<file path="config.mk">
export PLATFORM = sky130hd
export DESIGN_NAME = result_ascii_conv
export DESIGN_NICKNAME = d
export VERILOG_FILES = /design/src/rtl/result_ascii_conv.sv
export SDC_FILE = /design/constraint.sdc
export NUM_CORES = 1
export LEC_CHECK = 0
export ABC_AREA = 1
export CAP_MARGIN = 0
export CORE_MARGIN = 4
export CORE_UTILIZATION = 47
export CTS_CLUSTER_SIZE = 10
export DETAILED_ROUTE_END_ITERATION = 8
export GPL_ROUTABILITY_DRIVEN = 1
export HOLD_SLACK_MARGIN = 0.06
export MAX_ROUTING_LAYER = met4
export PLACE_DENSITY = 0.83
export SLEW_MARGIN = 20
export SYNTH_ARGS = -nofsm -noshare
export SYNTH_HDL_FRONTEND = slang
export SYNTH_SLANG_ARGS = --single-unit
</file>
<file path="constraint.sdc">
create_clock -name clk -period 1.4 [get_ports clk]
set_input_delay 0.42 -clock clk [delete_from_list [all_inputs] [get_ports clk]]
set_output_delay 0.42 -clock clk [all_outputs]
set_load 0.02 [all_outputs]
</file>
<file path="src/rtl/result_ascii_conv.sv">
// Binary to fixed-width ASCII decimal converter using shift-and-add-3 (double dabble).
// One bit per cycle, then a formatting cycle with optional leading-zero blanking.
module result_ascii_conv #(
    parameter int WIDTH    = 24,
    parameter int DIGITS   = 8,
    parameter int BLANK_LZ = 1
) (
    input  logic                  clk,
    input  logic                  rst,
    input  logic                  start,
    input  logic [WIDTH-1:0]      value,
    output logic                  busy,
    output logic                  done,
    output logic [8*DIGITS-1:0]   ascii_flat,
    output logic [1:0]            state_dbg
);

    // Handshake: start is a request sampled only while busy=0; a request
    // seen while busy=1 is dropped. done pulses for one cycle and ascii_flat
    // is valid from that cycle until the next done pulse.

    localparam int CW = $clog2(WIDTH + 1);
    localparam logic [CW-1:0] LAST_BIT = CW'(WIDTH - 1);

    function automatic logic [8*DIGITS-1:0] reset_string();
        logic [8*DIGITS-1:0] s;
        s = '0;
        for (int i = 0; i < DIGITS; i++) begin
            if (BLANK_LZ != 0 && i != 0) s[8*i +: 8] = 8'h20;
            else                         s[8*i +: 8] = 8'h30;
        end
        return s;
    endfunction

    localparam logic [8*DIGITS-1:0] ASCII_RST = reset_string();

    typedef enum logic [1:0] {
        S_IDLE  = 2'd0,
        S_SHIFT = 2'd1,
        S_FMT   = 2'd2,
        S_DONE  = 2'd3
    } state_t;

    state_t state, state_nx;

    logic [WIDTH-1:0]      shift_reg;
    logic [4*DIGITS-1:0]   bcd;
    logic [4*DIGITS-1:0]   bcd_adj;
    logic [CW-1:0]         bit_cnt;
    logic [8*DIGITS-1:0]   fmt_str;
    logic                  busy_d;
    logic                  done_d;

    assign state_dbg = state;

    // State register
    always_ff @(posedge clk) begin
        if (rst) state <= S_IDLE;
        else     state <= state_nx;
    end

    // Next-state logic
    always_comb begin
        state_nx = state;
        case (state)
            S_IDLE:  if (start) state_nx = S_SHIFT;
            S_SHIFT: if (bit_cnt == LAST_BIT) state_nx = S_FMT;
            S_FMT:   state_nx = S_DONE;
            S_DONE:  state_nx = S_IDLE;
            default: state_nx = S_IDLE;
        endcase
    end

    // Output decode, registered below so no input reaches an output combinationally
    always_comb begin
        busy_d = (state_nx != S_IDLE);
        done_d = (state_nx == S_DONE);
    end

    // Add 3 to every nibble of 5 or more before the shift so it carries correctly
    always_comb begin
        bcd_adj = bcd;
        for (int i = 0; i < DIGITS; i++) begin
            if (bcd[4*i +: 4] >= 4'd5) bcd_adj[4*i +: 4] = bcd[4*i +: 4] + 4'd3;
        end
    end

    // Walk from the most significant digit down; blank until the first nonzero digit
    always_comb begin
        logic       seen_nz;
        logic [3:0] nib;
        fmt_str = '0;
        seen_nz = 1'b0;
        nib     = '0;
        for (int i = DIGITS - 1; i >= 0; i--) begin
            nib = bcd[4*i +: 4];
            if (nib != 4'd0 || i == 0) seen_nz = 1'b1;
            if (BLANK_LZ != 0 && !seen_nz) fmt_str[8*i +: 8] = 8'h20;
            else                           fmt_str[8*i +: 8] = 8'h30 + {4'h0, nib};
        end
    end

    always_ff @(posedge clk) begin
        if (rst) begin
            shift_reg  <= '0;
            bcd        <= '0;
            bit_cnt    <= '0;
            ascii_flat <= ASCII_RST;
            busy       <= 1'b0;
            done       <= 1'b0;
        end else begin
            busy <= busy_d;
            done <= done_d;
            case (state)
                S_IDLE: begin
                    if (start) begin
                        shift_reg <= value;
                        bcd       <= '0;
                        bit_cnt   <= '0;
                    end
                end
                S_SHIFT: begin
                    bcd       <= {bcd_adj[4*DIGITS-2:0], shift_reg[WIDTH-1]};
                    shift_reg <= shift_reg << 1;
                    bit_cnt   <= bit_cnt + CW'(1);
                end
                // Load at the end of FMT so the string is already valid while done is high
                S_FMT:   ascii_flat <= fmt_str;
                default: ;
            endcase
        end
    end

endmodule
</file>
* After elaboration in Yosys (flattened, before gate mapping)
Cells that the tools add are included.
Cells by class: add/sub/neg operators 17, multiply operators 0, div/mod/pow operators 0, order comparisons 8, equal/unequal tests 6, shifts and indexed selects 0, multiplexer cells 31, bitwise logic cells 0, reductions and logical operators 11
Operator list (count):
- $pmux W32 S2 | 1
- $add A6 B4 Y7 const A | 8
- $mux W7 | 7
- $pmux W24 S2 | 1
- $ge A4 B3 Y1 const B | 8
- $mux W32 | 1
- $add A4 B2 Y4 const B | 7
- $mux W4 | 7
- $reduce_bool A4 Y1 | 7
- $mux W24 | 1
- $pmux W5 S2 | 1
- $pmux W2 S4 | 1
- $mux W1 | 7
- $eq A2 B2 Y1 const B | 3
- $add A5 B1 Y5 const B | 1
- $eq A5 B5 Y1 const B | 1
- $mux W5 | 1
- $mux W2 | 2
- $reduce_bool A2 Y1 | 2
- $add A3 B2 Y3 const B | 1
- $mux W3 | 1
- $eq A2 B1 Y1 const B | 1
- $logic_not A2 Y1 | 1
- $ne A2 B2 Y1 const B | 1
- $reduce_and A2 Y1 | 1
Word-level totals: flip-flop bits (word level) 129, bits in latches 0, bits in writable memories 0, bits in read-only memories 0, output and inout bits 68, word-level logic and storage cells 80, memories 0

* Longest topological paths before layout
Gate-level depths: netlist (run 1).
word-level depth 9, gate-level depth with buffers 9

* Worst setup path before layout (run 1)
No wires, ideal clock.
path type register -> register, start register bcd[20], end register ascii_flat[12], library setup time 113 ps, arrival 1235 ps, required time 1287 ps, slack 52 ps, stages on the path, launching flop included 10, clock period less this slack 1348 ps, cells stage by stage dfxtp_1 inv_1 ha_1 inv_1 nor3_2 nand4_2 nand2_2 nand3_2 o21ai_1 inv_1
On the way: cells in the longest elaborated chain, start to end 7
RTL lines:
- start, declared | line 47 | logic [4*DIGITS-1:0] bcd;
- start signal, assigned | line 123 | bcd <= {bcd_adj[4*DIGITS-2:0], shift_reg[WIDTH-1]};
- $reduce_bool A4 Y1 | line 97 | if (nib != 4'd0 || i == 0) seen_nz = 1'b1;
- $mux W1 (5 in a row) | line 97
- $mux W7 | line 98 | if (BLANK_LZ != 0 && !seen_nz) fmt_str[8*i +: 8] = 8'h20;
- end signal, assigned | line 128 | S_FMT: ascii_flat <= fmt_str;
- end, declared | line 14 | output logic [8*DIGITS-1:0] ascii_flat,
Every way passes these cells. A chain may end at the register's enable or synchronous reset.

* Final worst setup path (run 1)
start register bcd[20], end register bcd[22]
On the way: cells in the longest elaborated chain, start to end 3, elaborated cells between the ends (all ways) 4, classes of those cells 1 x add/sub; 1 x order compare; 2 x mux
RTL lines:
- $add A4 B2 Y4 / $ge A4 B3 Y1 (equally long branches) | line 84 | if (bcd[4*i +: 4] >= 4'd5) bcd_adj[4*i +: 4] = bcd[4*i +: 4] + 4'd3;
- $mux W4 * | line 84
- $pmux W32 S2 * | line 114 | case (state)
Every way passes the cells marked *; elsewhere a longest branch is shown, timed or not.

==> results of run 1 <==
where the power goes:
| part | internal (mW) | total [mW] | switching [mW] |
|---|---|---|---|
| combinational | 0.280 | 0.697 | 0.417 |
| sequential | 3.05 | 3.10 | 0.0475 |
| clock | 0.847 | 1.93 | 1.08 |
| total | 4.17 | 5.72 | 1.55 |
per-stage QoR:
step           util (%)  cells  total power [mW]  TNS, ns
3_5_place_dp       59.9    874              3.80   -14.41
4_1_cts            62.5    894              5.67  -0.0494
3_3_place_gp       59.9    874              3.78   -11.86
2_1_floorplan         -    673              3.59        0
5_1_grt            64.4    896              5.96    -1.15
6_report           64.4    896              5.72  -0.0864
timing repair:
item                       CTS  global route
resized for setup          181           125
pin swaps                   11            32
buffers inserted             4             2
setup endpoints to repair   63            77
cloned                       0             1
final timing paths:
path	from	end	cells past startpoint
max reg2reg	bcd[20]	bcd[22]	9
min	ascii_flat[49]	ascii_flat[49]	2
max	bcd[20]	bcd[22]	9
min reg2reg	ascii_flat[49]	ascii_flat[49]	2
placed cells by master (no fill, tap or decap), types with 11 or more instances in the layout:
cell / synthesis / routed
a21oi_2: 0 / 11
a21oi_1: 90 / 79
inv_1: 64 / 44
nand2_2: 2 / 16
conb_1: 2 / 25
dfxtp_1: 104 / 89
inv_2: 4 / 22
nand3_1: 22 / 17
dfxtp_2: 0 / 15
o21ai_0: 59 / 48
nor2_1: 52 / 47
buf_4: 27 / 51
buf_2: 14 / 43
clkdlybuf4s50_1: 0 / 25
nand2_1: 122 / 104
metal layers:
layer,global-route usage [%],wire length (um),share of wire [%]
met4,5.52,314,2.5
met1,25.4,5070,40
met5,-,0,0
met3,3.88,857,6.8
met2,34.7,6360,50
final cells by class:
cell class              instances  area (um^2)  area share, %
clock buffers                   9          124           1.94
clock inverters                 7         77.6           1.22
inverters                      68          260           4.08
multi-input cells             445         2620           41.1
flip-flops and latches        104         2100           32.9
well taps                     133          166           2.61
repair buffers                130         1030           16.1
critical path, cell delays in order (launching register included):
cell     delay [ns]
dfxtp_2        0.33
inv_2          0.08
buf_4          0.14
ha_4           0.14
inv_1          0.05
o21ai_2        0.16
nand2_2        0.11
a21oi_2        0.15
o21ai_1        0.08
a21oi_1        0.14
kinds of logic (layout without fill, tap and decap cells):
group / after synthesis / count (layout)
AND/OR/NAND/NOR: 218 / 218
AO/OA/AOI/OAI: 178 / 178
buffers and inverters: 124 / 214
flip-flops: 104 / 104
adder cells (fa/ha/maj): 23 / 23
other: 2 / 25
XOR/XNOR: 1 / 1
==> impl_metrics.tcl, run 1 <==
set metrics [dict create \
    yosysSeqAreaShare_pct 42.8 \
    first_global_vias 4287 \
    design_area_mm2 0.00638 \
    grt_overflow 0 \
    cts_tree "yes" \
    hold_path_class "reg2reg" \
    core_mm2 0.00991 \
    ys_async_sr_fraction_pct 0 \
    synth_compound_area_share_pct 20.1 \
    layout_setup_ws_ns -0.0479 \
    synth.area.top_cells "dfxtp_1 43%, nand2_1 9.4%, a21oi_1 9.3%, o21ai_0 6.1%, ha_1 5.9%" \
    io_buffers 69 \
    powerDensity_mw_per_mm2 897 \
    critical_path_class "reg2reg" \
    diodes 0 \
    grt_max_degree 57 \
    antenna_found_initial 0 \
    max_freq_ghz 0.691 \
    cp-end-kind "flop" \
    wirelength_mm 12.6 \
    synth_common_cells "122 x nand2_1, 104 x dfxtp_1, 90 x a21oi_1" \
    area.growth.synth_to_final_pct 31.2 \
    synthMuxAreaShare_pct 0 \
    root_buffer "clkbuf_8" \
    fin_hold_ws_ns 0.465 \
    start_kind "flop" \
    drtAntennaViolNets 0 \
    syn_area_mm2 0.00486 \
    rsz0062_at_grt "true" \
    synth_top_flop_cell "dfxtp_1" \
    path_clk_slew_ns 0.10 \
    fp.dieW_um 110 \
    route.vias.total 4706 \
    grt_pass1_wl_mm 19.5 \
    dieArea_mm2 0.0120 \
    track_usage_pct 20.6 \
    cp_max_fo 4 \
    holdBufCountCts 0 \
    synth_most_common_cell "nand2_1" \
    drt_first_pass_iters 6 \
    nets 808 \
    ioPinCount 95 \
    yosys.area_share.adder_pct 5.92 \
    layout-drive-gt1-share_pct 30.4 \
    status "finished with violations" \
    synth-xor-area-share_pct 0.180 \
    yosysTopAreaCell "dfxtp_1" \
    viasPerCell 5.25 \
    ys_ff_latch 104 \
    place_worst_setup_slack_ns -0.320 \
    timing.final.crit_share_pct 103 \
    htreeDepth 3 \
    synth_top_family_by_area "compound AO/OA/AOI/OAI gates" \
    drv.max_cap_violation_count 0 \
    gp_congestion 0.849 \
    post_drt_wl_per_cell_um 14.1 \
    drt_iter0_drc 362 \
    largest_reg_flops 39 \
    yosys_warnings 0 \
    die_h_um 110 \
    avgSynthCellArea_um2 7.48 \
    initial_core_util_pct 49.1 \
    yosys.area_share.simple_pct 18.7 \
    rows 36 \
    p_leak_nw 2.81 \
    clock_tree.buffer_depth 2 \
    dpl_cell_area_mm2 0.00594 \
    crit_arrival_ns 1.74 \
    dp.final_hpwl_mm 8.32 \
    syn_inst 650 \
    violations "negative setup slack" \
    drc 0 \
    hold_violations 0 \
    cts_sinks 104 \
    fin_skew_ns 0.0111 \
    clk_latency_ns 0.36 \
    setup_viol 5 \
    synth_top_area_share_pct 42.8 \
    yosysUniqueCellTypes 34 \
    fillerInstances 817 \
    r2r_slack_ns -0.05 \
    finalMaxSlewViolations 0 \
    ir_drop_mv 0.506 \
    cts_made_buffers 9 \
    period_minus_slack_ns 1.45 \
    required_ns 1.69 \
    synth-edff-count 0 \
]
(Power assumes the default switching activity.)
==> inputs of run 2 (changes only) <==
CORE_ASPECT_RATIO = 0.7   (was default)
CORE_MARGIN = 5   (was 4)
==> impl_metrics.tcl, run 2 (synthesis gave the netlist of run 1 again) <==
set metrics [dict create \
    rsz0062_at_grt "true" \
    instances_no_fill 898 \
    post_drt_wl_per_cell_um 14.8 \
    placedCellCount 873 \
    path_clk_slew_ns 0.07 \
    setup_viol 10 \
    cts_sinks 104 \
    track_usage_pct 20.8 \
    area.growth.synth_to_final_pct 33.0 \
    hold_violations 0 \
    period_minus_slack_ns 1.47 \
    required_ns 1.68 \
    drc 0 \
    drtAntennaViolNets 0 \
    layout_setup_ws_ns -0.0701 \
    cp-end-kind "flop" \
    place_worst_setup_slack_ns -0.282 \
    status "finished with violations" \
    viasPerCell 5.29 \
    grt_max_degree 57 \
    timing.final.crit_share_pct 105 \
    cp_max_fo 4 \
    drt_iter0_drc 345 \
    hold_path_class "reg2reg" \
    first_global_vias 4531 \
    layout_commonest_cell "nand2_1" \
    design_area_mm2 0.00646 \
    fp.dieW_um 132 \
    cts_made_buffers 9 \
    p_leak_nw 2.83 \
    drv.max_cap_violation_count 0 \
    ir_drop_mv 0.518 \
    dpl_cell_area_mm2 0.00594 \
    clock_tree.buffer_depth 2 \
    grt_pass1_wl_mm 21.1 \
    nets 812 \
    drt_first_pass_iters 5 \
    grt_overflow 0 \
    fin_util_pct 63.1 \
    powerDensity_mw_per_mm2 972 \
    setup_tns_ns -0.208 \
    gp_congestion 0.891 \
    violations "negative setup slack" \
    largest_reg_flops 39 \
    die_h_um 95.1 \
    clk_latency_ns 0.35 \
    core_mm2 0.0102 \
    ioPinCount 95 \
    dp.final_hpwl_mm 8.77 \
    critical_path_class "reg2reg" \
    htreeDepth 3 \
    fin_skew_ns 0.00626 \
    most-common-layout-cells "112 x nand2_1, 89 x dfxtp_1, 82 x a21oi_1, 56 x buf_4, 50 x inv_1" \
    crit_arrival_ns 1.75 \
    fillerInstances 843 \
    dieArea_mm2 0.0125 \
    finalMaxSlewViolations 0 \
    route.vias.total 4751 \
    wirelength_mm 13.3 \
    io_buffers 69 \
    layout-drive-gt1-share_pct 27.0 \
    rows 31 \
    root_buffer "clkbuf_16" \
    antenna_found_initial 0 \
    cts_tree "yes" \
    max_freq_ghz 0.680 \
    start_kind "flop" \
    initial_core_util_pct 47.5 \
    diodes 0 \
]
[run 2: cell types whose count changed in the layout (fill, tap and decap cells not counted), sizes merged]
cell	delta
clkbuf	+3
clkinv	+1
clkdlybuf4s15	+11
buf	-8
inv	-3
clkinvlp	-1
[run 2: worst paths after layout]
check / start / end / slack [ns] / cells past startpoint
worst max-delay path: bcd[16] / bcd[18] / -0.07 / 9
worst min-delay path: ascii_flat[41] / ascii_flat[41] / 0.46 / 2
worst max register to register: bcd[16] / bcd[18] / -0.07 / 9
worst min register to register: ascii_flat[41] / ascii_flat[41] / 0.46 / 2
[run 2: worst max-delay path, cell delays in order (launching register included)]
cell,delay (ns)
dfxtp_2,0.33
inv_2,0.05
buf_4,0.10
ha_1,0.16
inv_1,0.06
o21ai_2,0.15
nand2_2,0.11
a21oi_2,0.20
o21ai_2,0.08
a21oi_1,0.16
[run 2: stage by stage]
stage | hold WS [ns] | power, mW
2_1_floorplan | 0.430 | 3.59
3_3_place_gp | 0.449 | 3.77
3_5_place_dp | 0.457 | 3.79
4_1_cts | 0.469 | 6.25
5_1_grt | 0.497 | 6.50
6_report | 0.463 | 6.28
[run 2: metal layers]
metal	share of wire, %	routed length [um]	global-route usage (%)
met3	5.3	711	5.12
met5	0	0	-
met4	1.4	183	4.79
met2	50	6720	35.2
met1	43	5720	25.3
[run 2: timing repair]
action	CTS	global route
buffers inserted	6	3
pin swaps	12	24
hold buffers	0	0
endpoints found under the setup margin	63	84
gates resized for setup	160	99
cloned	0	1
[run 2: report_power, final]
part,internal [mW],switching (mW),total (mW),leakage [nW]
clock network,1.42,1.08,2.50,0.145
logic,0.273,0.414,0.687,1.83
registers,3.05,0.0491,3.10,0.852
[run 2: final cells by class]
class	count	area (um^2)	share of cell area, %
flip-flops and latches	104	2100	32.5
inverters	68	258	3.99
clock inverters	4	45.0	0.697
multi-input cells	445	2530	39.1
repair buffers	134	1120	17.4
well taps	132	165	2.56
clock buffers	11	243	3.76
==> inputs of run 3 (changes only) <==
CAP_MARGIN = 20   (was 0)
==> results of run 3 <==
Final layout, timing and power as in run 2 (identical DEF).
